==> src/rtl/instruction_fetch_pkg.sv <==
// Shared definitions for the instruction fetch stage: FSM encoding and fetch constants.
package instruction_fetch_pkg;

   // FSM state encoding, kept as plain constants so legacy code can compare raw bits.
   typedef logic [1:0] fsm_state_t;

   localparam fsm_state_t ST_IDLE  = 2'd0;
   localparam fsm_state_t ST_RUN   = 2'd1;
   localparam fsm_state_t ST_FAULT = 2'd2;

   localparam logic [31:0] RESET_PC_DEFAULT = 32'h0000_0000;
   localparam logic [31:0] INSTR_BYTES      = 32'd4;

   // A redirect target is only legal when it is word aligned.
   function automatic logic is_misaligned(input logic [31:0] addr);
      return addr[1:0] != 2'b00;
   endfunction

endpackage

==> src/rtl/instruction_fetch_if.sv <==
// Bundle of control, instruction-memory and IF/ID signals around the fetch stage.
interface instruction_fetch_if;

   logic        stall;
   logic        branch_taken;
   logic [31:0] branch_target;
   logic        jump;
   logic [31:0] jump_target;
   logic [31:0] imem_addr;
   logic [31:0] imem_data;
   logic [31:0] if_id_instr;
   logic [31:0] if_id_pc4;
   logic        if_id_valid;
   logic        fault;
   logic [31:0] fetch_count;

   // Fetch unit side.
   modport master (
      input  stall, branch_taken, branch_target, jump, jump_target, imem_data,
      output imem_addr, if_id_instr, if_id_pc4, if_id_valid, fault, fetch_count
   );

   // Pipeline control / memory side.
   modport slave (
      output stall, branch_taken, branch_target, jump, jump_target, imem_data,
      input  imem_addr, if_id_instr, if_id_pc4, if_id_valid, fault, fetch_count
   );

endinterface

==> src/rtl/instruction_fetch_pc_reg.sv <==
// Program counter with next-PC selection and redirect alignment check.
module pc_reg
   import instruction_fetch_pkg::*;
#(
   parameter logic [31:0] RESET_PC = RESET_PC_DEFAULT
) (
   input  logic        clk,
   input  logic        rst_n,
   input  logic        active,
   input  logic        stall,
   input  logic        jump,
   input  logic [31:0] jump_target,
   input  logic        branch_taken,
   input  logic [31:0] branch_target,
   output logic [31:0] pc,
   output logic        redirect_ok,
   output logic        redirect_bad,
   output logic        advance
);

   logic [31:0] pc_q, pc_d;
   logic        redirect;
   logic [31:0] target;
   logic        target_bad;

   // Resolve the winning redirect (jump beats branch) and pick the next PC.
   always_comb begin
      redirect     = jump | branch_taken;
      target       = jump ? jump_target : branch_target;
      target_bad   = is_misaligned(target);
      redirect_ok  = active & redirect & ~target_bad;
      redirect_bad = active & redirect & target_bad;
      advance      = active & ~redirect & ~stall;
      pc_d         = pc_q;
      if (redirect_ok) begin
         pc_d = target;
      end else if (advance) begin
         pc_d = pc_q + INSTR_BYTES;
      end
   end

   // PC register; a misaligned redirect leaves it untouched.
   always_ff @(posedge clk) begin
      if (!rst_n) begin
         pc_q <= RESET_PC;
      end else begin
         pc_q <= pc_d;
      end
   end

   assign pc = pc_q;

endmodule

==> src/rtl/instruction_fetch.sv <==
// Instruction fetch stage: PC sequencing, IF/ID pipeline register, fetch counter and FSM.
module instruction_fetch
   import instruction_fetch_pkg::*;
#(
   parameter logic [31:0] RESET_PC = RESET_PC_DEFAULT
) (
   input  logic                clk,
   input  logic                rst_n,
   instruction_fetch_if.master bus
);

   fsm_state_t  state;
   logic [31:0] pc;
   logic        redirect_ok;
   logic        redirect_bad;
   logic        advance;
   logic [31:0] if_id_instr;
   logic [31:0] if_id_pc4;
   logic        if_id_valid;
   logic        fault;
   logic [31:0] fetch_count;

   pc_reg #(
      .RESET_PC (RESET_PC)
   ) u_pc_reg (
      .clk           (clk),
      .rst_n         (rst_n),
      .active        (state == ST_RUN),
      .stall         (bus.stall),
      .jump          (bus.jump),
      .jump_target   (bus.jump_target),
      .branch_taken  (bus.branch_taken),
      .branch_target (bus.branch_target),
      .pc            (pc),
      .redirect_ok   (redirect_ok),
      .redirect_bad  (redirect_bad),
      .advance       (advance)
   );

   // FSM: one idle cycle after reset, then run until a misaligned redirect.
   always_ff @(posedge clk) begin
      if (!rst_n) begin
         state <= ST_IDLE;
      end else begin
         case (state)
            ST_IDLE:  state <= ST_RUN;
            ST_RUN:   if (redirect_bad) state <= ST_FAULT;
            ST_FAULT: state <= ST_FAULT;
            default:  state <= ST_IDLE;
         endcase
      end
   end

   // IF/ID register and fetch counter; any redirect inserts a bubble.
   always_ff @(posedge clk) begin
      if (!rst_n) begin
         if_id_instr <= '0;
         if_id_pc4   <= '0;
         if_id_valid <= 1'b0;
         fetch_count <= '0;
      end else if (advance) begin
         if_id_instr <= bus.imem_data;
         if_id_pc4   <= pc + INSTR_BYTES;
         if_id_valid <= 1'b1;
         fetch_count <= fetch_count + 32'd1;
      end else if (redirect_ok || redirect_bad) begin
         if_id_valid <= 1'b0;
      end
   end

   // Sticky fault flag, cleared only by reset.
   always_ff @(posedge clk) begin
      if (!rst_n) begin
         fault <= 1'b0;
      end else if (redirect_bad) begin
         fault <= 1'b1;
      end
   end

   assign bus.imem_addr   = pc;
   assign bus.if_id_instr = if_id_instr;
   assign bus.if_id_pc4   = if_id_pc4;
   assign bus.if_id_valid = if_id_valid;
   assign bus.fault       = fault;
   assign bus.fetch_count = fetch_count;

endmodule

==> src/flat_wrapper.sv <==
// flat-port wrapper written by rule: the top's interface ports become plain ports
module instruction_fetch_flat import instruction_fetch_pkg::*;
#(
   parameter logic [31:0] RESET_PC = RESET_PC_DEFAULT
)
  (clk, rst_n, bus_stall, bus_branch_taken, bus_branch_target, bus_jump, bus_jump_target, bus_imem_data, bus_imem_addr, bus_if_id_instr, bus_if_id_pc4, bus_if_id_valid, bus_fault, bus_fetch_count);
  instruction_fetch_if bus_i ();
  input  logic clk;
  input  logic rst_n;
  input wire logic [$bits(bus_i.stall)-1:0] bus_stall;
  input wire logic [$bits(bus_i.branch_taken)-1:0] bus_branch_taken;
  input wire logic [$bits(bus_i.branch_target)-1:0] bus_branch_target;
  input wire logic [$bits(bus_i.jump)-1:0] bus_jump;
  input wire logic [$bits(bus_i.jump_target)-1:0] bus_jump_target;
  input wire logic [$bits(bus_i.imem_data)-1:0] bus_imem_data;
  output wire logic [$bits(bus_i.imem_addr)-1:0] bus_imem_addr;
  output wire logic [$bits(bus_i.if_id_instr)-1:0] bus_if_id_instr;
  output wire logic [$bits(bus_i.if_id_pc4)-1:0] bus_if_id_pc4;
  output wire logic [$bits(bus_i.if_id_valid)-1:0] bus_if_id_valid;
  output wire logic [$bits(bus_i.fault)-1:0] bus_fault;
  output wire logic [$bits(bus_i.fetch_count)-1:0] bus_fetch_count;
  assign bus_i.stall = bus_stall;
  assign bus_i.branch_taken = bus_branch_taken;
  assign bus_i.branch_target = bus_branch_target;
  assign bus_i.jump = bus_jump;
  assign bus_i.jump_target = bus_jump_target;
  assign bus_i.imem_data = bus_imem_data;
  assign bus_imem_addr = bus_i.imem_addr;
  assign bus_if_id_instr = bus_i.if_id_instr;
  assign bus_if_id_pc4 = bus_i.if_id_pc4;
  assign bus_if_id_valid = bus_i.if_id_valid;
  assign bus_fault = bus_i.fault;
  assign bus_fetch_count = bus_i.fetch_count;
  instruction_fetch #(.RESET_PC(RESET_PC)) u_core (.clk(clk), .rst_n(rst_n), .bus(bus_i));
endmodule
==> config.mk <==
export PLATFORM = sky130hd
export DESIGN_NAME = instruction_fetch_flat
export DESIGN_NICKNAME = d
export VERILOG_FILES = /design/src/rtl/instruction_fetch_pkg.sv /design/src/rtl/instruction_fetch_if.sv /design/src/rtl/instruction_fetch_pc_reg.sv /design/src/rtl/instruction_fetch.sv /design/src/flat_wrapper.sv
export SDC_FILE = /design/constraint.sdc
export NUM_CORES = 1
export LEC_CHECK = 0
export CAP_MARGIN = 20
export CELL_PAD_IN_SITES_DETAIL_PLACEMENT = 1
export CELL_PAD_IN_SITES_GLOBAL_PLACEMENT = 1
export CORE_MARGIN = 2
export CORE_UTILIZATION = 35
export CTS_BUF_LIST = sky130_fd_sc_hd__clkbuf_4
export DETAILED_ROUTE_END_ITERATION = 7
export PLACE_DENSITY = 0.95
export SLEW_MARGIN = 0
export SYNTH_ARGS = -nofsm -noshare
export SYNTH_HDL_FRONTEND = slang
export SYNTH_SLANG_ARGS = --single-unit
==> constraint.sdc <==
create_clock -name clk -period 6.3 [get_ports clk]
set_input_delay 1.26 -clock clk [delete_from_list [all_inputs] [get_ports clk]]
set_output_delay 1.26 -clock clk [all_outputs]
set_load 0.005 [all_outputs]
==> flow_summary.ini <==
[run_status]
status = finished clean

[clock_network]
cts_tree = yes
clockBufferDepth = 2
clk_pin_slew_ns = 0.12
root_buffer = clkbuf_4
holdBufCountCts = 0
cts_resized = 0
cts_setup_buffers = 0
numCtsBuffers = 17
clock_sinks = 132
clkLatencyLatePin_ns = 0.53
cts_max_level = 4

[yosys]
yosysSeqAreaShare_pct = 42.87
synth_nets = 854
ys.flop_type = dfxtp_1
syn_area_per_cell_sq_um = 8.231
syn_area_sq_mm = 0.006165
synth_xor_area_share_pct = 7.672
synth_cells = 749
synth_edf_count = 0
synth_compound_area_share_pct = 17.66
synth_fa_ha_area_share_pct = 0.8119
muxShareOfSynthArea_pct = 4.526
synth-async-reset-ratio_pct = 0
synth_top_family_by_area = simple AND/OR/NAND/NOR gates
synth_warnings = 0
synthSimpleGateAreaFrac_pct = 22.47
yosys_register_bits = 132
synthDistinctLibCells = 53

[setup_path]
cp.arrival_ns = 4.30
startpoint_type = input port
critPathRequiredTime_ns = 6.72
cp-end-kind = flip-flop
timing.critical_path.slowest_stage_cell = buf_4
path_max_fanout = 104
path_class = input port to flip-flop
crit_path_max_incr_delay_ns = 0.83
path_cells = clkdlybuf4s50_1 -> nor4b_4 -> buf_4 -> nand2_1 -> a31oi_1 -> o21ai_0 -> o311ai_0

[global_route]
overflow = 0
grt_pass1_wl_microns = 34180
track_usage_pct = 23.37
grt_max_degree = 105
antenna_found_initial = 0
grt_pass1_vias = 6601

[placement]
gp_congestion = 0.8489
dp_hpwl_microns = 15940
placedCellCount = 1162
numPortBuffers = 230

[floorplanning]
core_sq_mm = 0.01724
ios = 231
die-height_microns = 136.7
die-area_sq_mm = 0.01869
die_w_microns = 136.7
initial_core_util_pct = 35.77
rows = 48

[detailed_routing]
drt_iter0_drc = 303
viasPerCell = 5.358
dr.pass1.iters = 4
wl_per_cell_microns = 18.43
wirelength_microns = 21990
ant_nets = 0
dr_total_vias = 6392
drc = 0

[timing]
setup_viol = 0
max_freq_mhz = 257.8
drv_slew = 0
hold_violations = 0
fin_crit_ns = 3.879
skew_ns = 0.02859
tightest_slew_ns = 1.095
tns_ns = 0
rsz0062_at_grt = false
relSlewSlack_pct = 26.45
min_period_over_period_pct = 61.58

[finish]
area_delta_synth_final_pct = 43.98
antennaDiodeCount = 0
drive_above_1_share_pct = 6.095
fin_nets = 1061
fillCellCount = 2073
mostFrequentLayoutCells = clkdlybuf4s50_1 (229), dfxtp_1 (132), nand2_1 (106)
final_common_cell = clkdlybuf4s50_1
fin_cells = 1193

[pwr]
p_sw_share_pct = 28.05
power_frac_seq_pct = 50.4
p_switching_mw = 0.5130
peakVddDrop_uv = 94.63
comb_power_share_pct = 18.8
p_leak_nw = 2.984
clkPwrFrac_pct = 30.7
intPower_mw = 1.316
power.density_mw_per_mm2 = 206.0

[min_path]
min_path_type = flip-flop to flip-flop

[job]
drv_cap = 0
==> cell families (layout without fill, tap and decap cells) <==
logic type | Yosys count | in the layout
compound gates | 185 | 185
xor+xnor | 54 | 54
fa+ha+maj | 4 | 4
buf+inv | 63 | 282
flops | 132 | 132
mux | 27 | 27
simple gates | 284 | 284
==> path summary, 6_finish.rpt <==
path | start | to | slack, ns | depth (start not counted)
setup / recovery | bus_branch_taken | u_core.u_pc_reg.pc[23] | 2.42 | 7
hold / removal | u_core.bus.if_id_instr[17] | u_core.bus.if_id_instr[17] | 0.46 | 2
setup reg to reg | u_core.state[1] | u_core.u_pc_reg.pc[23] | 3.07 | 8
hold reg to reg | u_core.bus.if_id_instr[17] | u_core.bus.if_id_instr[17] | 0.46 | 2
==> Yosys cell counts, types with 9 or more instances <==
library cell	count	share of area, %
dfxtp_1	132	43
nand2_1	106	6.5
a21oi_1	80	6.5
nor2_1	57	3.5
o21ai_0	43	3.5
clkbuf_1	40	2.4
xnor2_1	30	4.3
nand3_1	26	2.1
xor2_1	24	3.4
nand4_1	21	2.1
a211oi_1	20	2.4
mux2i_1	20	3.2
nor3_1	17	1.4
inv_1	13	0.79
or3_1	10	1.0
a31oi_1	9	0.91
and3_1	9	0.91
==> stage by stage <==
stage                     total power, mW  setup WS, ns  area, sq um  hold WS (ns)  util [%]
after floorplan                     1.088         3.384         6165        0.4527         -
after global placement              1.271         2.094         8608        0.4404     49.94
after detailed placement            1.288         1.979         8608        0.4502     49.94
after CTS                           1.852         2.557         8876        0.4677     51.50
after global routing                1.930         2.259         8876        0.4847     51.50
final                               1.829         2.421         8876        0.4648     51.50
==> layer usage <==
| layer | wire length, microns | global-route usage, % | part of all wire, % |
|---|---|---|---|
| met5 | 0 | 0 | 0 |
| met4 | 670 | 9.317 | 3.0 |
| met3 | 1736 | 7.519 | 7.9 |
| met2 | 10740 | 39.81 | 49 |
| met1 | 8840 | 27.10 | 40 |
==> cell type report <==
type | instances | area [sq um] | share of cell area [%]
repair buffers | 237 | 2350 | 26.47
clock inverters | 10 | 110.1 | 1.240
clock buffers | 21 | 157.7 | 1.776
multi-input cells | 554 | 3281 | 36.96
flip-flops and latches | 132 | 2643 | 29.77
inverters | 14 | 53.80 | 0.6061
well taps | 225 | 281.5 | 3.172
==> power by group through the flow <==
stage	Sequential [mW]	Combinational, mW	Clock, mW
6_report	0.922	0.345	0.562
5_1_grt	0.930	0.378	0.622
4_1_cts	0.923	0.348	0.581
3_5_place_dp	0.941	0.346	0
3_3_place_gp	0.939	0.332	0
2_1_floorplan	0.933	0.155	0
==> worst max-delay path: cells and delay by family <==
kind / cells / cell delay [ns]
buffers and inverters: 2 / 1.33
and+or+nand+nor: 2 / 1.04
AOI/OAI and AO/OA: 3 / 0.55
No activity file was read; power rests on OpenSTA's default activity.
